## src/rtl/pcs25g_gray6_pkg.sv

```systemverilog
// Shared 6-state Gray pointer definitions for the 25G PCS clock-crossing FIFO.
// Holds the code constants, the encode/decode helpers and the pointer and depth sizes.
package pcs25g_gray6_pkg;

  localparam int PTR_BIN_W  = 3;
  localparam int PTR_GRAY_W = 4;
  localparam int FIFO_DEPTH = 3;

  localparam logic [PTR_GRAY_W-1:0] G0 = 4'b0000;
  localparam logic [PTR_GRAY_W-1:0] G1 = 4'b0001;
  localparam logic [PTR_GRAY_W-1:0] G2 = 4'b0011;
  localparam logic [PTR_GRAY_W-1:0] G3 = 4'b0010;
  localparam logic [PTR_GRAY_W-1:0] G4 = 4'b0110;
  localparam logic [PTR_GRAY_W-1:0] G5 = 4'b0100;

  function automatic logic [PTR_GRAY_W-1:0] gray6_enc(input logic [PTR_BIN_W-1:0] b);
    case (b)
      3'd0:    gray6_enc = G0;
      3'd1:    gray6_enc = G1;
      3'd2:    gray6_enc = G2;
      3'd3:    gray6_enc = G3;
      3'd4:    gray6_enc = G4;
      default: gray6_enc = G5;
    endcase
  endfunction

  // Illegal codes fall to 5, the same default the write-side encoder uses.
  function automatic logic [PTR_BIN_W-1:0] gray6_dec(input logic [PTR_GRAY_W-1:0] g);
    case (g)
      G0:      gray6_dec = 3'd0;
      G1:      gray6_dec = 3'd1;
      G2:      gray6_dec = 3'd2;
      G3:      gray6_dec = 3'd3;
      G4:      gray6_dec = 3'd4;
      default: gray6_dec = 3'd5;
    endcase
  endfunction

  function automatic logic gray6_legal(input logic [PTR_GRAY_W-1:0] g);
    gray6_legal = (g == G0) || (g == G1) || (g == G2) ||
                  (g == G3) || (g == G4) || (g == G5);
  endfunction

endpackage

```

## src/rtl/gray6_sync.sv

```systemverilog
// Write-pointer synchroniser: the single clock-domain crossing point of the read side.
// A SYNC_STAGES-deep chain of flops, every stage cleared by reset.
module gray6_sync
  import pcs25g_gray6_pkg::*;
#(
  parameter int SYNC_STAGES = 2
) (
  input  logic                  clk,
  input  logic                  reset,
  input  logic [PTR_GRAY_W-1:0] gray_in,
  output logic [PTR_GRAY_W-1:0] gray_out
);

  logic [PTR_GRAY_W-1:0] sync_q [SYNC_STAGES];
  logic [PTR_GRAY_W-1:0] sync_d [SYNC_STAGES];

  always_comb begin
    sync_d[0] = gray_in;
    for (int i = 1; i < SYNC_STAGES; i++) sync_d[i] = sync_q[i-1];
  end

  always_ff @(posedge clk) begin
    for (int i = 0; i < SYNC_STAGES; i++) begin
      if (reset) sync_q[i] <= '0;
      else       sync_q[i] <= sync_d[i];
    end
  end

  assign gray_out = sync_q[SYNC_STAGES-1];

endmodule

```

## src/rtl/gray6_rdptr_ctrl.sv

```systemverilog
// Read-side pointer controller for the 3-entry 25G PCS clock-crossing FIFO.
// Optional pointer-integrity checking is enabled by defining GRAY6_PTR_CHK_EN.
module gray6_rdptr_ctrl
  import pcs25g_gray6_pkg::*;
#(
  parameter int SYNC_STAGES = 2
) (
  input  logic       clk,
  input  logic       reset,
  input  logic [3:0] wr_ptr_gray,
  input  logic       rd_en,
  output logic [1:0] rd_addr,
  output logic [3:0] rd_ptr_gray,
  output logic       empty,
  output logic [1:0] level,
  output logic       rd_underflow,
  output logic       ptr_err
);

  logic [PTR_GRAY_W-1:0] wr_gray_s;
  logic [PTR_BIN_W-1:0]  wr_dec;
  logic [PTR_BIN_W-1:0]  wr_bin_s_q, wr_bin_s_d;
  logic [PTR_BIN_W-1:0]  rd_bin_q, rd_bin_d;
  logic [PTR_GRAY_W-1:0] rd_ptr_gray_q, rd_ptr_gray_d;
  logic                  rd_underflow_q, rd_underflow_d;
  logic [3:0]            diff;
  logic [PTR_BIN_W-1:0]  level_raw;
  logic                  pop;

  gray6_sync #(.SYNC_STAGES(SYNC_STAGES)) u_sync (
    .clk     (clk),
    .reset   (reset),
    .gray_in (wr_ptr_gray),
    .gray_out(wr_gray_s)
  );

  assign wr_dec = gray6_dec(wr_gray_s);

  // Both pointers are 0..5, so adding 6 before the subtraction keeps it non-negative.
  always_comb begin
    diff = {1'b0, wr_bin_s_q} + 4'd6 - {1'b0, rd_bin_q};
    if (diff >= 4'd6) diff = diff - 4'd6;
    level_raw = diff[PTR_BIN_W-1:0];
  end

  assign empty = (level_raw == '0);
  assign level = level_raw[1:0];
  assign pop   = rd_en & ~empty;

  always_comb begin
    rd_bin_d       = rd_bin_q;
    rd_underflow_d = rd_underflow_q | (rd_en & empty);
    if (pop) rd_bin_d = (rd_bin_q == 3'd5) ? 3'd0 : rd_bin_q + 3'd1;
    rd_ptr_gray_d  = gray6_enc(rd_bin_d);
  end

`ifdef GRAY6_PTR_CHK_EN
  logic       ptr_err_q, ptr_err_d;
  logic       wr_legal;
  logic [3:0] step;

  always_comb begin
    wr_legal = gray6_legal(wr_gray_s);
    step     = {1'b0, wr_dec} + 4'd6 - {1'b0, wr_bin_s_q};
    if (step >= 4'd6) step = step - 4'd6;
    wr_bin_s_d = wr_legal ? wr_dec : wr_bin_s_q;
    ptr_err_d  = ptr_err_q | ~wr_legal | (wr_legal & (step > 4'd1)) |
                 (level_raw > 3'd3);
  end

  always_ff @(posedge clk) begin
    if (reset) ptr_err_q <= 1'b0;
    else       ptr_err_q <= ptr_err_d;
  end

  assign ptr_err = ptr_err_q;
`else
  assign wr_bin_s_d = wr_dec;
  assign ptr_err    = 1'b0;
`endif

  always_ff @(posedge clk) begin
    if (reset) begin
      wr_bin_s_q     <= '0;
      rd_bin_q       <= '0;
      rd_ptr_gray_q  <= G0;
      rd_underflow_q <= 1'b0;
    end else begin
      wr_bin_s_q     <= wr_bin_s_d;
      rd_bin_q       <= rd_bin_d;
      rd_ptr_gray_q  <= rd_ptr_gray_d;
      rd_underflow_q <= rd_underflow_d;
    end
  end

  assign rd_addr      = (rd_bin_q >= 3'(FIFO_DEPTH)) ? 2'(rd_bin_q - 3'(FIFO_DEPTH))
                                                     : rd_bin_q[1:0];
  assign rd_ptr_gray  = rd_ptr_gray_q;
  assign rd_underflow = rd_underflow_q;

endmodule

```

## config.mk

```make
export PLATFORM = sky130hd
export DESIGN_NAME = gray6_rdptr_ctrl
export DESIGN_NICKNAME = d
export VERILOG_FILES = /design/src/rtl/pcs25g_gray6_pkg.sv /design/src/rtl/gray6_sync.sv /design/src/rtl/gray6_rdptr_ctrl.sv
export SDC_FILE = /design/constraint.sdc
export NUM_CORES = 1
export LEC_CHECK = 0
export ABC_CLOCK_PERIOD_IN_PS = 2250
export CAP_MARGIN = 10
export CORE_AREA = 2 2 49 51
export DETAILED_ROUTE_END_ITERATION = 16
export DIE_AREA = 0 0 51 53
export HOLD_SLACK_MARGIN = 0.12
export PLACE_DENSITY = 0.71
export SLEW_MARGIN = 15
export SYNTH_ARGS = -nofsm -noshare
export SYNTH_HDL_FRONTEND = slang
export SYNTH_HIERARCHICAL = 1
export SYNTH_SLANG_ARGS = --single-unit
```

## constraint.sdc

```tcl
create_clock -name clk -period 2.25 [get_ports clk]
set_input_delay 0.3375 -clock clk [delete_from_list [all_inputs] [get_ports clk]]
set_output_delay 0.3375 -clock clk [all_outputs]
set_load 0.03 [all_outputs]
```

==> impl_metrics.env <==
export IMPL_fin_cells=151
export IMPL_layout_common_cells="dfxtp_1 (16), clkdlybuf4s50_1 (11), nor2b_1 (10), buf_4 (9), inv_1 (8)"
export IMPL_p_clk_frac=0.125
export IMPL_synthTopCellsByArea="dfxtp_1 (39%), ha_1 (9.4%), nor2b_1 (6.7%)"
export IMPL_clk_pin_slew_ns=0.10
export IMPL_drc_errors=0
export IMPL_power_mw=1.57
export IMPL_hold_path_class="register to register"
export IMPL_cp_start_kind="register"
export IMPL_netlist_area_um2=935
export IMPL_netlist_area_leader_share=0.386
export IMPL_drtIter0Drc=1
export IMPL_cp_common_cell="ha_4"
export IMPL_start_util=0.435
export IMPL_yosysWarningCount=6
export IMPL_rsz0062_at_grt="true"
export IMPL_cap_violations=0
export IMPL_core_mm2=0.00215
export IMPL_rows=17
export IMPL_worstPathRequired_ns=1.91
export IMPL_cellPowerDensity_mw_per_mm2=1230
export IMPL_final_nets=139
export IMPL_root_buffer="clkbuf_4"
export IMPL_path_buf_inv=3
export IMPL_layout_drive_gt1_share=0.276
export IMPL_setup_viol=2
export IMPL_antenna_found_initial=0
export IMPL_antenna_left=0
export IMPL_clkSinkCount=18
export IMPL_critical_path_class="register to output port"
export IMPL_die_area_mm2=0.00270
export IMPL_place_inst=144
export IMPL_seqPwrFrac=0.244
export IMPL_io_pins=18
export IMPL_mostFrequentLayoutCell="dfxtp_1"
export IMPL_antennaDiodeCount=0
export IMPL_postSynthAreaPerCell_um2=9.44
export IMPL_wl_mm=1.58
export IMPL_grt_total_usage=0.135
export IMPL_timing_hold_violations_final=0
export IMPL_fin_skew_ns=0.000929
export IMPL_gp_congestion=0.760
export IMPL_htreeDepth=1
export IMPL_hold_buffers=0
export IMPL_p_comb_frac=0.631
export IMPL_min_period_ns=2.66
export IMPL_yosysSeqAreaShare=0.386
export IMPL_cts_tree="done"
export IMPL_clkLatencyLatePin_ns=0.29
export IMPL_port_buffers=15
export IMPL_synthCells=99
export IMPL_critPathTopFamily="adder cells"
export IMPL_slew_violations=0
export IMPL_first_pass_iters=2
export IMPL_crit_chain="ha_4 -> inv_2 -> ha_4 -> fa_2 -> xor2_2 -> buf_4 -> or3_4 -> a21oi_4 -> buf_6"
export IMPL_setup_slack_ns=-0.407
export IMPL_cts_buffer_depth=2
export IMPL_overflow=0
export IMPL_fmax_mhz=376
export IMPL_swShare=0.399
export IMPL_violations="negative setup slack"
export IMPL_avgViaCountPerCell=4.89
export IMPL_syn2layout_area_growth_pct=36.4
export IMPL_cp_arrival_ns=2.32
export IMPL_worstPathMaxFanout=2
export IMPL_slowest_stage="dfxtp_4"
export IMPL_num_vias=738
export IMPL_p_int_mw=0.943
export IMPL_grt_max_degree=14
export IMPL_dp_hpwl_mm=1.19
export IMPL_grt_first_pass_wirelength_mm=2.75
export IMPL_synth_cell_type_count=33
export IMPL_vdd_ir_drop_max_v=0.000843
export IMPL_outcome="finished with violations"
export IMPL_synth_top_cell_by_area="dfxtp_1"
export IMPL_switchingPower_mw=0.626
export IMPL_fin_crit_sh=1.18
export IMPL_leakage_nw=0.543
export IMPL_die_h_um=53
export IMPL_cpPeakStageDelay_ns=0.37
export IMPL_grt_pass1_vias=701
export IMPL_die_w_um=51
export IMPL_numCtsBuffers=3
export IMPL_cp_end_kind="output port"
export IMPL_synth_seq_cells=18
export IMPL_fin_hold_ws_ns=0.446
export IMPL_wl_per_cell_um=10.5
==> sequential cells by signal (all words and copies together) (netlist names) <==
name,flops
u_sync/sync_q,8
rd_bin_q,3
rd_ptr_gray,3
wr_bin_s_q,3
rd_underflow,1
==> final cells by class <==
type	count	area, µm²
Fill cell	176	873
Multi-Input combinational cell	67	584
Sequential cell	18	365
Timing Repair Buffer	24	216
Inverter	10	37.5
Clock buffer	4	36.3
Tap cell	28	35.0
==> per-layer routing <==
metal	track usage	vias up	share of wire
li1	-	374	-
met1	0.160	344	0.45
met2	0.234	16	0.50
met3	0.0339	4	0.037
met4	0.0541	0	0.016
met5	0	-	0
==> through the flow <==
stage	TNS [ns]	util	area (µm²)	worst slack, ns
final	-0.647	0.593	1270	-0.407
after global routing	-0.914	0.593	1270	-0.505
after CTS	-0.724	0.579	1240	-0.434
after detailed placement	-0.500	0.550	1180	-0.300
after global placement	-0.421	0.550	1180	-0.270
after floorplan	-0.00167	-	992	-0.00167
==> synth_stat cells <==
library cell,n
a41oi_1,1
or4_1,1
inv_1,10
clkbuf_1,1
buf_2,1
fa_1,1
or3_1,4
buf_6,1
and2_1,1
conb_1,1
ha_1,7
nand2_1,1
nand2b_1,5
mux2_2,1
o31a_1,1
a21oi_1,5
o21bai_1,1
dfxtp_1,18
nor2b_1,10
nor3b_1,1
o311a_1,1
and3b_1,1
buf_4,2
o21ba_2,1
nor2_1,4
nand3_1,3
nor3_1,1
xnor2_1,1
nor4b_1,1
or3_2,1
mux2i_1,6
xor2_1,3
o21ai_0,2
==> power by group through the flow <==
stage	Combinational [mW]	Clock, mW	Sequential [mW]
2_1_floorplan	0.604	0	0.434
3_3_place_gp	0.858	0	0.389
3_5_place_dp	0.878	0	0.391
4_1_cts	0.921	0.198	0.383
5_1_grt	1.08	0.213	0.388
6_report	0.990	0.195	0.383
==> logic make-up (layout without fill, tap and decap cells) <==
kind of cell             Yosys count  after routing  synth area share
adder cells (fa/ha/maj)            8              8             0.115
other                              1              2           0.00401
XOR/XNOR                           4              4            0.0375
flip-flops                        18             18             0.386
AND/OR/NAND/NOR                   34             34             0.218
buffers and inverters             15             38            0.0776
multiplexers                       7              7            0.0763
AO/OA/AOI/OAI                     12             12            0.0857
==> timing repair <==
action,4_1_cts,5_1_grt
endpoints found under the setup margin,9,10
buffers inserted,1,2
pin swaps,2,3
gates resized for setup,9,13
==> path summary, 6_finish.rpt <==
check	from	endpoint	slack, ns	depth (start not counted)
worst min register to register	u_sync/sync_q[0][2]$_SDFF_PP0_	u_sync/sync_q[1][2]$_SDFF_PP0_	0.45	1
worst max register to register	rd_bin_q[1]$_SDFF_PP0_	rd_bin_q[0]$_SDFF_PP0_	0.06	8
worst min-delay path	u_sync/sync_q[0][2]$_SDFF_PP0_	u_sync/sync_q[1][2]$_SDFF_PP0_	0.45	1
worst max-delay path	rd_bin_q[1]$_SDFF_PP0_	empty	-0.41	9
Note: power is estimated with default switching activity, not from simulation.
